## config.mk

```make
export PLATFORM = sky130hd
export DESIGN_NAME = serial_xfer_ctrl
export DESIGN_NICKNAME = d
export VERILOG_FILES = /design/src/rtl/serial_xfer_ctrl.sv
export SDC_FILE = /design/constraint.sdc
export NUM_CORES = 1
export LEC_CHECK = 0
export CAP_MARGIN = 10
export CORE_AREA = 10 10 96 98
export DETAILED_ROUTE_END_ITERATION = 10
export DIE_AREA = 0 0 106 108
export RECOVER_POWER = 50
export REMOVE_ABC_BUFFERS = 1
export SLEW_MARGIN = 20
export SYNTH_ARGS = -nofsm -noshare
export SYNTH_HDL_FRONTEND = slang
export SYNTH_SLANG_ARGS = --single-unit
```

## constraint.sdc

```tcl
create_clock -name Clk -period 2.9 [get_ports Clk]
set_clock_uncertainty 0.1 [all_clocks]
set_input_delay 0.58 -clock Clk [delete_from_list [all_inputs] [get_ports Clk]]
set_output_delay 0.58 -clock Clk [all_outputs]
set_load 0.01 [all_outputs]
```

## src/rtl/serial_xfer_ctrl.sv

```systemverilog
// Serial transaction sequencer: collects a serial address and optional write data, performs one memory access, and returns read data serially.
// Optional parity check stage enabled by defining SERIAL_XFER_PARITY_EN.
module serial_xfer_ctrl #(
  parameter int unsigned ADDR_W = 8,
  parameter int unsigned DATA_W = 8
) (
  input  logic              Clk,
  input  logic              Reset,
  input  logic              Active,
  input  logic              Mode,
  input  logic              InputKey,
  input  logic              ValidCmd,
  input  logic [DATA_W-1:0] MemRdData,
  output logic [ADDR_W-1:0] MemAddr,
  output logic [DATA_W-1:0] MemWrData,
  output logic              MemWrEn,
  output logic              MemRdEn,
  output logic              Busy,
  output logic              DataOut,
  output logic              ValidOut,
  output logic              Done,
  output logic              Err
);

  localparam int unsigned MAX_W = (ADDR_W > DATA_W) ? ADDR_W : DATA_W;
  localparam int unsigned CNT_W = $clog2(MAX_W + 1);

  typedef enum logic [2:0] {
    S_IDLE,
    S_ADDR,
    S_DATA,
    S_PAR,
    S_ACCESS,
    S_RWAIT,
    S_SHOUT,
    S_DONE
  } state_e;

  state_e              state_q, state_d;
  logic [CNT_W-1:0]    cnt_q, cnt_d;
  logic [ADDR_W-1:0]   addr_q, addr_d;
  logic [DATA_W-1:0]   data_q, data_d;
  logic [DATA_W-1:0]   out_q, out_d;
  logic [ADDR_W-1:0]   mem_addr_q, mem_addr_d;
  logic [DATA_W-1:0]   mem_wr_data_q, mem_wr_data_d;
  logic                mode_q, mode_d;
  logic                par_q, par_d;
  state_e              after_bits;

`ifdef SERIAL_XFER_PARITY_EN
  logic                err_q, err_d;
  assign after_bits = S_PAR;
`else
  assign after_bits = S_ACCESS;
`endif

  always_comb begin
    state_d       = state_q;
    cnt_d         = cnt_q;
    addr_d        = addr_q;
    data_d        = data_q;
    out_d         = out_q;
    mode_d        = mode_q;
    par_d         = par_q;
    mem_addr_d    = mem_addr_q;
    mem_wr_data_d = mem_wr_data_q;
`ifdef SERIAL_XFER_PARITY_EN
    err_d         = 1'b0;
`endif
    case (state_q)
      S_IDLE: begin
        if (Active) begin
          mode_d  = Mode;
          cnt_d   = '0;
          par_d   = 1'b0;
          state_d = S_ADDR;
        end
      end
      S_ADDR: begin
        if (ValidCmd) begin
          addr_d = {addr_q[ADDR_W-2:0], InputKey};
          par_d  = par_q ^ InputKey;
          if (cnt_q == CNT_W'(ADDR_W - 1)) begin
            cnt_d   = '0;
            state_d = mode_q ? S_DATA : after_bits;
          end else begin
            cnt_d = cnt_q + 1'b1;
          end
        end
      end
      S_DATA: begin
        if (ValidCmd) begin
          data_d = {data_q[DATA_W-2:0], InputKey};
          par_d  = par_q ^ InputKey;
          if (cnt_q == CNT_W'(DATA_W - 1)) begin
            cnt_d   = '0;
            state_d = after_bits;
          end else begin
            cnt_d = cnt_q + 1'b1;
          end
        end
      end
      S_PAR: begin
`ifdef SERIAL_XFER_PARITY_EN
        // par_q holds the running XOR of every bit consumed so far
        if (ValidCmd) begin
          if (par_q ^ InputKey) begin
            err_d   = 1'b1;
            state_d = S_DONE;
          end else begin
            state_d = S_ACCESS;
          end
        end
`else
        state_d = S_IDLE;
`endif
      end
      S_ACCESS: state_d = mode_q ? S_DONE : S_RWAIT;
      S_RWAIT: begin
        out_d   = MemRdData;
        cnt_d   = '0;
        state_d = S_SHOUT;
      end
      S_SHOUT: begin
        out_d = {out_q[DATA_W-2:0], 1'b0};
        if (cnt_q == CNT_W'(DATA_W - 1)) begin
          cnt_d   = '0;
          state_d = S_DONE;
        end else begin
          cnt_d = cnt_q + 1'b1;
        end
      end
      S_DONE:  state_d = S_IDLE;
      default: state_d = S_IDLE;
    endcase

    // Memory address/data are loaded on the edge entering ACCESS so they are stable with the strobe
    if (state_d == S_ACCESS && state_q != S_ACCESS) begin
      mem_addr_d    = addr_d;
      mem_wr_data_d = data_d;
    end
  end

  always_ff @(posedge Clk or negedge Reset) begin
    if (!Reset) begin
      state_q       <= S_IDLE;
      cnt_q         <= '0;
      addr_q        <= '0;
      data_q        <= '0;
      out_q         <= '0;
      mode_q        <= 1'b0;
      par_q         <= 1'b0;
      mem_addr_q    <= '0;
      mem_wr_data_q <= '0;
    end else begin
      state_q       <= state_d;
      cnt_q         <= cnt_d;
      addr_q        <= addr_d;
      data_q        <= data_d;
      out_q         <= out_d;
      mode_q        <= mode_d;
      par_q         <= par_d;
      mem_addr_q    <= mem_addr_d;
      mem_wr_data_q <= mem_wr_data_d;
    end
  end

`ifdef SERIAL_XFER_PARITY_EN
  always_ff @(posedge Clk or negedge Reset) begin
    if (!Reset) begin
      err_q <= 1'b0;
    end else begin
      err_q <= err_d;
    end
  end
  assign Err = err_q;
`else
  assign Err = 1'b0;
`endif

  assign MemAddr   = mem_addr_q;
  assign MemWrData = mem_wr_data_q;
  assign MemWrEn   = (state_q == S_ACCESS) && mode_q;
  assign MemRdEn   = (state_q == S_ACCESS) && !mode_q;
  assign Busy      = (state_q != S_IDLE);
  assign ValidOut  = (state_q == S_SHOUT);
  assign DataOut   = (state_q == S_SHOUT) && out_q[DATA_W-1];
  assign Done      = (state_q == S_DONE);

endmodule

```

==> qor.yml, run 1 <==
run_status: "finished, final reports clean"
synth_compound_area_share_pct: 11.5
seqPwrFrac_pct: 44.8
dp_cells: 298
highest_layer: "met4"
setup_violations: 0
synth.top_cell.area_share_pct: 57.8
p_per_area_nw_per_um2: 839
cp_max_fo: 16
drt-wirelength-per-cell_um: 13.8
drtAntennaViolNets: 0
synth_area_um2: 2080
clockRootBuffer: "clkbuf_8"
clock_latency_ns: 0.30
switching_share_pct: 31.3
critPathCaptureType: "primary output"
final_core_util_pct: 35.6
cts.sinks: 48
hold_depth: 1
clockPowerShare_pct: 25.9
synthMuxAreaShare_pct: 17.3
intPower_uw: 1530
tightest_slew_ns: 1.36
cts-resized-gates: 0
gp_congestion: 0.770
ff2ff_path_depth: 5
critical_path.reg2reg.startpoint: "state_q[0]"
tritoncts: "yes"
ys.warnings.count: 0
grt_util_all_layers_pct: 7.65
worstReg2RegEnd: "MemWrData[7]"
dieHeight_um: 108
min_to: "addr_q[7]"
cts_made_buffers: 5
clock_path_buffers: 2
h-tree-depth: 2
routed_wl_um: 4230
hpwl_um: 3050
synth_edf_count: 0
synth_top_family_by_area: "multiplexers"
antenna_cells: 0
n_fill_cell: 780
holdBufCountCts: 0
core_area_um2: 7450
synth_xor_area_share_pct: 0
num_io_pins: 37
dr.pass1.iters: 4
critical_path_class: "reg2out"
syn_area_per_cell_um2: 12.6
worstHoldStart: "addr_q[7]"
async_flop_share_pct: 100
synthAdderAreaFrac_pct: 0.602
vdd_drop_max_mv: 0.378
die_x_um: 106
grt_pass1_wl_um: 7110
slew_headroom_pct: 9.01
crit_required_ns: 2.22
synthFlopType: "dfrtp_1"
drv_slew: 0
nets: 218
ys_types: 37
met3_length_um: 267
yosysTopAreaCell: "dfrtp_1"
area.growth.synth_to_final_pct: 27.6
grt_overflow_total: 0
grt_setup_unrepaired: "false"
fmax_mhz: 381
clk_pin_slew_ns: 0.09
hold_viol: 0
grt_start_max_net_pins: 27
first_iter_violations: 36
layout_commonest_cell: "dfrtp_1"
crit_path_start_kind: "flip-flop"
drive_gt1_share_pct: 18.1
yosys.area_share.simple_pct: 9.39
cts_setup_buffers: 0
yosysSeqAreaShare_pct: 57.8
wl_met2_um: 1820
static-leakage-power_uw: 0.00119
p_switching_uw: 695
fin_tns_setup_ns: 0
critPathArrivalTime_ns: 1.95
grt_pass1_vias: 1474
wl_met1_um: 2080
ys_ff_latch: 48
r2r_slack_ns: 0.66
vias_per_cell: 4.56
p_comb_share_pct: 29.2
dr_total_vias: 1394
fin_crit_sh_pct: 90.6
fin_cells: 306
synth_cells: 165
layout_common_cells: "dfrtp_1, clkdlybuf4s50_1, mux2_2"
row_count: 32
drc_errors: 0
portBuffers: 35
synth_area_leaders: "dfrtp_1, mux2_2, mux2_1"
maxCapViolations: 0
die_area_um2: 11400
min_period_ns: 2.63
hp-class: "reg2reg"
start_util_pct: 27.9
antenna_found_initial: 0
[cells by family after synthesis]
family	Yosys count
DFF	48
and+or+nand+nor	34
other	1
adders and majority gates	1
muxes	32
AOI/OAI and AO/OA	36
buffers and inverters	13
[power by group through the flow]
stage	clock [uW]	combinational (uW)	sequential (uW)
after global placement	0	653	1010
final	577	650	997
after detailed placement	0	663	1020
after CTS	601	669	1000
after global routing	622	734	1030
after floorplan	0	467	981
[sequential cells by signal, indices dropped and copies added (netlist names)]
signal     flops
MemAddr        8
MemWrData      8
addr_q         8
data_q         8
out_q          8
cnt_q          4
state_q        3
mode_q         1
[worst max-delay path by stage]
| stage | startpoint | to | slack [ns] | depth (start not counted) |
|---|---|---|---|---|
| final | state_q[0] | MemRdEn | 0.27 | 3 |
| after global routing | state_q[0] | MemRdEn | 0.13 | 3 |
| after CTS | state_q[0] | MemRdEn | 0.21 | 3 |
| after detailed placement | ValidCmd | MemWrData[7] | 0.33 | 5 |
| after global placement | ValidCmd | MemWrData[6] | 0.33 | 5 |
| after floorplan | state_q[0] | MemWrData[6] | 0.89 | 4 |
[Yosys cell counts, types with 2 or more instances]
| master | instances |
|---|---|
| buf_2 | 2 |
| o21ai_1 | 2 |
| mux2_2 | 22 |
| o21ai_0 | 6 |
| clkbuf_1 | 2 |
| o21bai_1 | 2 |
| inv_1 | 5 |
| a21oi_1 | 5 |
| and3_1 | 3 |
| nand2b_1 | 5 |
| o22ai_1 | 9 |
| nand2_1 | 11 |
| a2bb2oi_1 | 7 |
| dfrtp_1 | 48 |
| nor2_1 | 4 |
| mux2_1 | 10 |
| buf_4 | 2 |
[layer usage]
metal	vias up	track usage [%]
met3	7	2.97
met4	0	3.19
met2	32	11.3
met1	688	9.78
met5	-	0
li1	667	-
[per-stage QoR]
step                      total power, uW  hold WS [ns]  area (um2)  worst slack (ns)
after CTS                            2270         0.160        2670             0.214
final                                2220         0.399        2650             0.274
after detailed placement             1680         0.383        2530             0.326
after global placement               1660         0.376        2530             0.331
after floorplan                      1450         0.184        2030             0.889
after global routing                 2380         0.426        2650             0.132
[worst max-delay path, cell delays in order, from the launching register on]
cell             delay [ns]
dfrtp_1                0.54
nor2_1                 0.36
and3_1                 0.20
clkdlybuf4s50_1        0.54
[area by class of cell]
cell class	instances	area, um2	area share, %
Inverter	5	18.8	0.708
Clock buffer	5	68.8	2.59
Clock inverter	3	68.8	2.59
Tap cell	102	128	4.81
Multi-Input combinational cell	104	800	30.1
Timing Repair Buffer	39	368	13.9
Sequential cell	48	1200	45.3
(Power assumes the default switching activity.)
==> inputs of run 2 (changes only) <==
--- a/config.mk
+++ b/config.mk
@@ -6,9 +6,9 @@
 export NUM_CORES = 1
 export LEC_CHECK = 0
 export CAP_MARGIN = 10
-export CORE_AREA = 10 10 96 98
+export CORE_AREA = 2 2 88 90
 export DETAILED_ROUTE_END_ITERATION = 10
-export DIE_AREA = 0 0 106 108
+export DIE_AREA = 0 0 90 92
 export RECOVER_POWER = 50
 export REMOVE_ABC_BUFFERS = 1
 export SLEW_MARGIN = 20
==> qor.yml, run 2 (synthesis gave the netlist of run 1 again) <==
cts-resized-gates: 0
core_area_um2: 7450
clk_pin_slew_ns: 0.09
drtAntennaViolNets: 0
area.growth.synth_to_final_pct: 26.6
p_per_area_nw_per_um2: 820
crit_path_start_kind: "flip-flop"
holdBufCountCts: 0
grt_pass1_wl_um: 7200
run_status: "finished, violations left"
slowest_stage: "dfrtp_1"
fmax_mhz: 393
critPathCaptureType: "primary output"
cts_made_buffers: 5
critical_path_class: "reg2out"
drive_gt1_share_pct: 17.2
nets: 218
crit_required_ns: 2.22
detailed_place.area_um2: 2530
grt_setup_unrepaired: "false"
failed_checks: "capacitance limit, slew limit"
antenna_cells: 0
vdd_drop_max_mv: 0.270
clockRootBuffer: "clkbuf_8"
worstPathCellList: "nor2_1 -> and3_1 -> clkdlybuf4s50_1"
clock_path_buffers: 2
antenna_found_initial: 0
cp_max_fo: 16
fin_crit_sh_pct: 87.8
grt_pass1_vias: 1444
grt_util_all_layers_pct: 10.7
dr_total_vias: 1410
row_count: 32
dieHeight_um: 92
drv_slew: 29
min_period_ns: 2.55
dp_cells: 298
drt-wirelength-per-cell_um: 13.2
drc_errors: 0
fin_tns_setup_ns: 0
die_x_um: 90
slowest_delay_ns: 0.53
cts_setup_buffers: 0
grt_start_max_net_pins: 29
routed_wl_um: 4030
dr.pass1.iters: 5
layout_commonest_cell: "dfrtp_1"
whs_ns: 0.404
start_util_pct: 27.9
clock_latency_ns: 0.30
hold_viol: 0
portBuffers: 35
critPathArrivalTime_ns: 1.87
first_iter_violations: 70
stdcell_area_um2: 2630
setup_violations: 0
cts.sinks: 48
static-leakage-power_uw: 0.00117
n_fill_cell: 767
num_io_pins: 37
slew_headroom_pct: -2.30
vias_per_cell: 4.61
layout_common_cells: "dfrtp_1, clkdlybuf4s50_1, mux2_2"
grt_overflow_total: 0
hp-class: "reg2reg"
die_area_um2: 8280
tightest_slew_ns: 1.53
gp_congestion: 0.785
tritoncts: "yes"
fin_cells: 306
h-tree-depth: 2
maxCapViolations: 1
hpwl_um: 2790
[run 2: changes by cell type in the layout (fill, tap and decap cells not counted), sizes merged]
| cell | delta |
|---|---|
| buf | -2 |
| bufinv | -1 |
| inv | -1 |
| clkbuf | +3 |
| clkinv | +1 |
[run 2: area by class of cell]
cell class / count / area (um2) / share of cell area (%)
clock inverters: 2 / 38.8 / 1.47
repair buffers: 39 / 363 / 13.8
multi-input cells: 104 / 800 / 30.4
well taps: 102 / 128 / 4.85
clock buffers: 6 / 82.6 / 3.14
flip-flops and latches: 48 / 1200 / 45.6
inverters: 5 / 18.8 / 0.713
[run 2: report_power, final]
group | switching, uW | leakage [uW] | total [uW] | internal [uW]
combinational | 322 | 0.000484 | 651 | 329
sequential | 145 | 0.000628 | 998 | 852
clock | 227 | 0.0000614 | 510 | 282
[run 2: path summary, 6_finish.rpt]
kind	from	to	slack, ns	cells after the start
min in group asynchronous	Reset	mode_q	0.54	1
worst max-delay path	state_q[0]	MemRdEn	0.35	3
worst min-delay path	data_q[7]	data_q[7]	0.40	1
worst min register to register	data_q[7]	data_q[7]	0.40	1
max in group asynchronous	Reset	data_q[5]	0.72	2
worst max register to register	state_q[0]	MemWrData[6]	0.68	5
[run 2: stage by stage]
stage / worst slack (ns) / util (%) / total power (uW)
after floorplan: 0.889 / - / 1450
after global placement: 0.326 / 34.0 / 1660
after detailed placement: 0.326 / 34.0 / 1670
after CTS: 0.287 / 35.7 / 2190
after global routing: 0.213 / 35.3 / 2310
final: 0.352 / 35.3 / 2160
[run 2: critical path: cells and delay by family, from the launching register on]
kind / cells / cell delay [ns]
buffers and inverters: 1 / 0.53
DFF: 1 / 0.53
and+or+nand+nor: 2 / 0.51
[run 2: metal layers]
metal	wire length, um	GRT usage [%]	vias up
li1	-	-	664
met1	1960	14.4	691
met2	1800	16.7	47
met3	208	3.12	8
met4	65	3.33	0
met5	0	0	-
